## config.mk

```make
export PLATFORM = sky130hd
export DESIGN_NAME = bit_deser_flat
export DESIGN_NICKNAME = d
export VERILOG_FILES = /design/src/rtl/bit_deser_pkg.sv /design/src/rtl/bit_deser_if.sv /design/src/rtl/bit_deser_hold.sv /design/src/rtl/bit_deser.sv /design/src/flat_wrapper.sv
export SDC_FILE = /design/constraint.sdc
export NUM_CORES = 1
export LEC_CHECK = 0
export ABC_AREA = 1
export CAP_MARGIN = 0
export CORE_MARGIN = 4
export CORE_UTILIZATION = 30
export CTS_BUF_LIST = sky130_fd_sc_hd__clkbuf_2
export CTS_CLUSTER_SIZE = 24
export DETAILED_ROUTE_END_ITERATION = 10
export SETUP_SLACK_MARGIN = 0.15
export SLEW_MARGIN = 20
export SYNTH_ARGS = -nofsm -noshare
export SYNTH_HDL_FRONTEND = slang
export SYNTH_HIERARCHICAL = 1
export SYNTH_SLANG_ARGS = --single-unit
```

## constraint.sdc

```tcl
create_clock -name clk_i -period 2.1 [get_ports clk_i]
set_input_delay 0.315 -clock clk_i [delete_from_list [all_inputs] [get_ports clk_i]]
set_output_delay 0.315 -clock clk_i [all_outputs]
set_load 0.005 [all_outputs]
```

## src/rtl/bit_deser_pkg.sv

```systemverilog
// Shared types for the serial-to-parallel deserializer.
// Optional parity framing is enabled with BIT_DESER_PARITY_EN.
package bit_deser_pkg;

  typedef enum logic {
    S_DATA = 1'b0,
    S_PAR  = 1'b1
  } state_e;

  function automatic int cnt_w(input int width);
    return (width < 2) ? 1 : $clog2(width);
  endfunction

endpackage

```

## src/rtl/bit_deser_if.sv

```systemverilog
// Serial input / word output bundle of bit_deser.
// master drives bits and ready; slave is the deserializer.
interface bit_deser_if #(
  parameter int WIDTH = 8
);

  logic             bit_i;
  logic             bit_vld_i;
  logic             sync_i;
  logic [WIDTH-1:0] data_o;
  logic             valid_o;
  logic             ready_i;
  logic             overflow_o;
  logic             parity_err_o;

  modport master (
    output bit_i,
    output bit_vld_i,
    output sync_i,
    output ready_i,
    input  data_o,
    input  valid_o,
    input  overflow_o,
    input  parity_err_o
  );

  modport slave (
    input  bit_i,
    input  bit_vld_i,
    input  sync_i,
    input  ready_i,
    output data_o,
    output valid_o,
    output overflow_o,
    output parity_err_o
  );

endinterface

```

## src/rtl/bit_deser_hold.sv

```systemverilog
// One-entry valid/ready holding register for assembled words.
// A load while full and not draining is dropped and flagged.
module bit_deser_hold #(
  parameter int WIDTH = 8
) (
  input  logic             clk_i,
  input  logic             rst_n_i,
  input  logic             load_i,
  input  logic [WIDTH-1:0] load_data_i,
  input  logic             ready_i,
  output logic [WIDTH-1:0] data_o,
  output logic             valid_o,
  output logic             full_drop_o
);

  logic [WIDTH-1:0] data_q;
  logic             valid_q;
  logic             drop_q;
  logic             take;

  assign take = load_i && (!valid_q || ready_i);

  always_ff @(posedge clk_i or negedge rst_n_i) begin
    if (!rst_n_i) begin
      data_q  <= '0;
      valid_q <= 1'b0;
      drop_q  <= 1'b0;
    end else begin
      drop_q <= load_i && valid_q && !ready_i;
      if (take) begin
        data_q  <= load_data_i;
        valid_q <= 1'b1;
      end else if (ready_i) begin
        valid_q <= 1'b0;
      end
    end
  end

  assign data_o      = data_q;
  assign valid_o     = valid_q;
  assign full_drop_o = drop_q;

endmodule

```

## src/rtl/bit_deser.sv

```systemverilog
// Serial-to-parallel stage: shift register, bit counter, framing FSM.
// Define BIT_DESER_PARITY_EN to append an even-parity bit to each word.
module bit_deser
  import bit_deser_pkg::*;
#(
  parameter int WIDTH     = 8,
  parameter int LSB_FIRST = 0
) (
  input logic       clk_i,
  input logic       rst_n_i,
  bit_deser_if.slave bus
);

  localparam int CNT_W = cnt_w(WIDTH);
  localparam logic [CNT_W-1:0] LAST = CNT_W'(WIDTH - 1);

  state_e           state_q, state_d;
  logic [CNT_W-1:0] cnt_q, cnt_d;
  logic [WIDTH-1:0] sh_q, sh_d;
  logic [WIDTH-1:0] shifted;
  logic [WIDTH-1:0] load_data;
  logic             load;

  // First received bit ends up at the MSB or LSB after WIDTH shifts
  assign shifted = (LSB_FIRST != 0)
                 ? {bus.bit_i, sh_q[WIDTH-1:1]}
                 : {sh_q[WIDTH-2:0], bus.bit_i};

`ifdef BIT_DESER_PARITY_EN
  logic perr_q, perr_d;
`endif

  always_ff @(posedge clk_i or negedge rst_n_i) begin
    if (!rst_n_i) begin
      state_q <= S_DATA;
      cnt_q   <= '0;
      sh_q    <= '0;
`ifdef BIT_DESER_PARITY_EN
      perr_q  <= 1'b0;
`endif
    end else begin
      state_q <= state_d;
      cnt_q   <= cnt_d;
      sh_q    <= sh_d;
`ifdef BIT_DESER_PARITY_EN
      perr_q  <= perr_d;
`endif
    end
  end

  always_comb begin
    state_d = state_q;
    cnt_d   = cnt_q;
    sh_d    = sh_q;
    load    = 1'b0;
`ifdef BIT_DESER_PARITY_EN
    perr_d    = 1'b0;
    load_data = sh_q;
`else
    load_data = shifted;
`endif
    if (bus.sync_i) begin
      state_d = S_DATA;
      cnt_d   = '0;
      if (bus.bit_vld_i) begin
        sh_d  = shifted;
        cnt_d = CNT_W'(1);
      end
    end else if (bus.bit_vld_i) begin
      unique case (state_q)
        S_DATA: begin
          sh_d = shifted;
          if (cnt_q == LAST) begin
            cnt_d = '0;
`ifdef BIT_DESER_PARITY_EN
            state_d = S_PAR;
`else
            load = 1'b1;
`endif
          end else begin
            cnt_d = cnt_q + CNT_W'(1);
          end
        end
        S_PAR: begin
          state_d = S_DATA;
`ifdef BIT_DESER_PARITY_EN
          if (^{sh_q, bus.bit_i}) perr_d = 1'b1;
          else                    load   = 1'b1;
`endif
        end
        default: state_d = S_DATA;
      endcase
    end
  end

  bit_deser_hold #(
    .WIDTH (WIDTH)
  ) u_hold (
    .clk_i       (clk_i),
    .rst_n_i     (rst_n_i),
    .load_i      (load),
    .load_data_i (load_data),
    .ready_i     (bus.ready_i),
    .data_o      (bus.data_o),
    .valid_o     (bus.valid_o),
    .full_drop_o (bus.overflow_o)
  );

`ifdef BIT_DESER_PARITY_EN
  assign bus.parity_err_o = perr_q;
`else
  assign bus.parity_err_o = 1'b0;
`endif

endmodule
```

## src/flat_wrapper.sv

```systemverilog
// flat-port wrapper written by rule: the top's interface ports become plain ports
module bit_deser_flat import bit_deser_pkg::*;
#(
  parameter int WIDTH     = 8,
  parameter int LSB_FIRST = 0
)
  (clk_i, rst_n_i, bus_bit_i, bus_bit_vld_i, bus_sync_i, bus_ready_i, bus_data_o, bus_valid_o, bus_overflow_o, bus_parity_err_o);
  bit_deser_if #(.WIDTH(WIDTH)) bus_i ();
  input logic clk_i;
  input logic rst_n_i;
  input wire logic [$bits(bus_i.bit_i)-1:0] bus_bit_i;
  input wire logic [$bits(bus_i.bit_vld_i)-1:0] bus_bit_vld_i;
  input wire logic [$bits(bus_i.sync_i)-1:0] bus_sync_i;
  input wire logic [$bits(bus_i.ready_i)-1:0] bus_ready_i;
  output wire logic [$bits(bus_i.data_o)-1:0] bus_data_o;
  output wire logic [$bits(bus_i.valid_o)-1:0] bus_valid_o;
  output wire logic [$bits(bus_i.overflow_o)-1:0] bus_overflow_o;
  output wire logic [$bits(bus_i.parity_err_o)-1:0] bus_parity_err_o;
  assign bus_i.bit_i = bus_bit_i;
  assign bus_i.bit_vld_i = bus_bit_vld_i;
  assign bus_i.sync_i = bus_sync_i;
  assign bus_i.ready_i = bus_ready_i;
  assign bus_data_o = bus_i.data_o;
  assign bus_valid_o = bus_i.valid_o;
  assign bus_overflow_o = bus_i.overflow_o;
  assign bus_parity_err_o = bus_i.parity_err_o;
  bit_deser #(.WIDTH(WIDTH), .LSB_FIRST(LSB_FIRST)) u_core (.clk_i(clk_i), .rst_n_i(rst_n_i), .bus(bus_i));
endmodule
```

==> impl_results.md <==
* Synth Cell Area at 917 sq um
* Synth warn at 6
* Cell chain of the critical path: clkdlybuf4s50_1
* Clk sinks at 20
* Worst-path clk slew at 0.18 ns
* Chip height at 63.3 um
* Htree depth at 1
* Crit-path max cell delay at 0.52 ns
* Largest net degree at the start of global routing at 21
* Placer Congestion at 0.733
* Gr ovfl total at 0
* CTS root buf: clkbuf_2
* Metal3 WL at 127 um
* Peak VDD IR at 0.000337 V
* Mapped Cells at 91
* Post-synth EDFFs at 0
* Final Hold Viols at 0
* Drt initial violations at 7
* P_leak at 0.538 nW
* Layout cell share with drive strength beyond 1 at 19.4%
* First-pass GRT wire length at 2740 um
* Final Util at 38.5%
* Area leader, netlist: dfrtp_1
* Final worst-path cycle share at 74.7%
* # diodes at 0
* Wire per inst at 11.6 um
* Crit. End Element: primary output
* Top_reg_cell synth: dfrtp_1
* Critical path class: flip-flop to primary output
* Die footprint at 4010 sq um
* Routed length on met1 at 761 um
* Net Count, Synth at 99
* Core area at 2830 sq um
* Register area share after synthesis at 54.6%
* Required @ worst endpoint at 1.78 ns
* Count leader, synth: nand2_1
* Hold_ws at 0.317 ns
* Fill count at 294
* Yosys cell types at 17
* CP Buf/Inv Count at 1
* Die width at 63.3 um
* Vias in the first global route at 606
* Vias at 607
* Min-Delay Path Class: input pin to async pin
* Fin crit period at 1.57 ns
* Crit path max-delay family: buffers and inverters
* Post-route ant nets at 0
* # DRC at 0
* Finish-stage setup viols at 0
* Async SR Flop Fraction at 100%
* CTS buffer count at 3
* Max cap viols at 0
* Final setup TNS at 0 ns
* Global-route usage over all layers at 8.53%
* PwrDens at 622 nW/um^2
* Arr. time, crit path at 1.25 ns
* Worst skew pair latency at 0.30 ns
* FF-to-FF setup slack at 0.68 ns
* Worst Skew at 0.00415 ns
* # rows at 19
* Fmax achieved at 0.638 GHz
* Critical Path Fanout Max at 2
* PnR Total Power at 0.677 mW
* Reg2Reg Depth at 8
* Total Routed Length at 1610 um
* Initial antenna violation count at 0
* Met2 Routed Length at 717 um
* Fin area at 1090 sq um
* Placed wire-length estimate at 1170 um
* Crit start category: flip-flop
* Average size of a mapped cell at 10.1 sq um
* Flops & latches, synth at 20
* CTS Buffer Depth at 2
* Nets at 117
* Synthesis-to-finish area growth at 18.8%
* Main area contributors after synthesis: dfrtp_1 (55%), nand2_1 (11%), nand3_2 (8.7%)
* Setup repair bufs after CTS at 0
* CP max-delay cell: clkdlybuf4s50_1
* Post-DP Area at 1070 sq um
* Max-slew violations at 0
* RSZ-0062 raised after global routing: false
* Worst R2R End: u_core/u_hold/data_o[7]$_DFFE_PN0P_
* PortBufs at 15
* # resized after CTS at 0
* Top cell type's share of synthesized area at 54.6%
* Pre-Repair DR Iteration Count at 4
* DR vias/cell at 4.37
* CTS tree: yes
* IO Pins at 17
* Initial Utilization at 32.4%
* Top Layer Used: met3
* Status: complete, no violations
* Post-synth top cells: nand2_1 (26), dfrtp_1 (20), nand3_2 (8), nor2_1 (8), inv_1 (7)
* Reg2reg start: u_core/cnt_q[0]$_DFFE_PN0P_
* Hold-fix buffers, CTS at 0
-- state kept, by name, summed over array words and instances, names as in the netlist --
| register | count |
|---|---|
| u_core/cnt_q | 3 |
| u_core/sh_q | 7 |
| u_core/u_hold/data_o | 8 |
| u_core/u_hold/full_drop_o | 1 |
| u_core/u_hold/valid_o | 1 |
-- logic make-up after synthesis --
family,share of synthesized area (%)
simple gates,27.6
flops,54.6
buf+inv,9.14
compound gates,5.59
fa+ha+maj,2.73
other cells,0.409
-- how the worst max path moves through the flow --
stage	startpoint	to	slack (ns)	cells past startpoint
floorplan	u_core/cnt_q[0]$_DFFE_PN0P_	u_core/u_hold/data_o[0]$_DFFE_PN0P_	0.85	8
global placement	bus_bit_vld_i	u_core/u_hold/data_o[2]$_DFFE_PN0P_	0.62	7
detailed placement	bus_bit_vld_i	u_core/u_hold/data_o[7]$_DFFE_PN0P_	0.60	7
CTS	u_core/u_hold/valid_o$_DFFE_PN0P_	bus_valid_o	0.50	1
global route	u_core/u_hold/valid_o$_DFFE_PN0P_	bus_valid_o	0.46	1
finish	u_core/u_hold/data_o[3]$_DFFE_PN0P_	bus_data_o[3]	0.53	1
-- layer usage --
layer / GRT usage [%] / vias to the layer above
met4: 1.62 / 0
met1: 11.5 / 275
met3: 3.91 / 0
met2: 12.6 / 18
li1: - / 314
met5: 0 / -
-- report_power, final --
group	internal [mW]	switching [mW]
registers	0.415	0.0226
logic	0.0427	0.0438
clock network	0.0414	0.112
total	0.499	0.178
-- area by class of cell --
class,instances,area [sq um],share of cell area (%)
clock buffer,3,15.0,1.38
clock inverter,1,3.75,0.344
inverter,7,26.3,2.41
multi-input combinational,59,333,30.5
sequential,20,500,45.9
tap,31,38.8,3.56
timing repair buffer,18,173,15.8
-- layout by cell type, fill, tap and decap left out --
cell type and n:
ha_1 2, nand2_4 2, nor2_1 8, nor2_2 1, o21ai_1 4, a21oi_1 1
nand3_2 8, inv_1 7, conb_1 1, nand3_1 2, clkbuf_2 3, buf_4 3
clkdlybuf4s50_1 15, clkinv_1 1, nand2_2 1, nand2_1 26, dfrtp_1 20, a21oi_2 3
-- stage by stage --
step	worst slack, ns	cells
floorplan	0.849	91
global placement	0.620	135
detailed placement	0.603	135
CTS	0.497	139
global route	0.457	139
finish	0.532	139
Power figures use the tool's default switching activity.
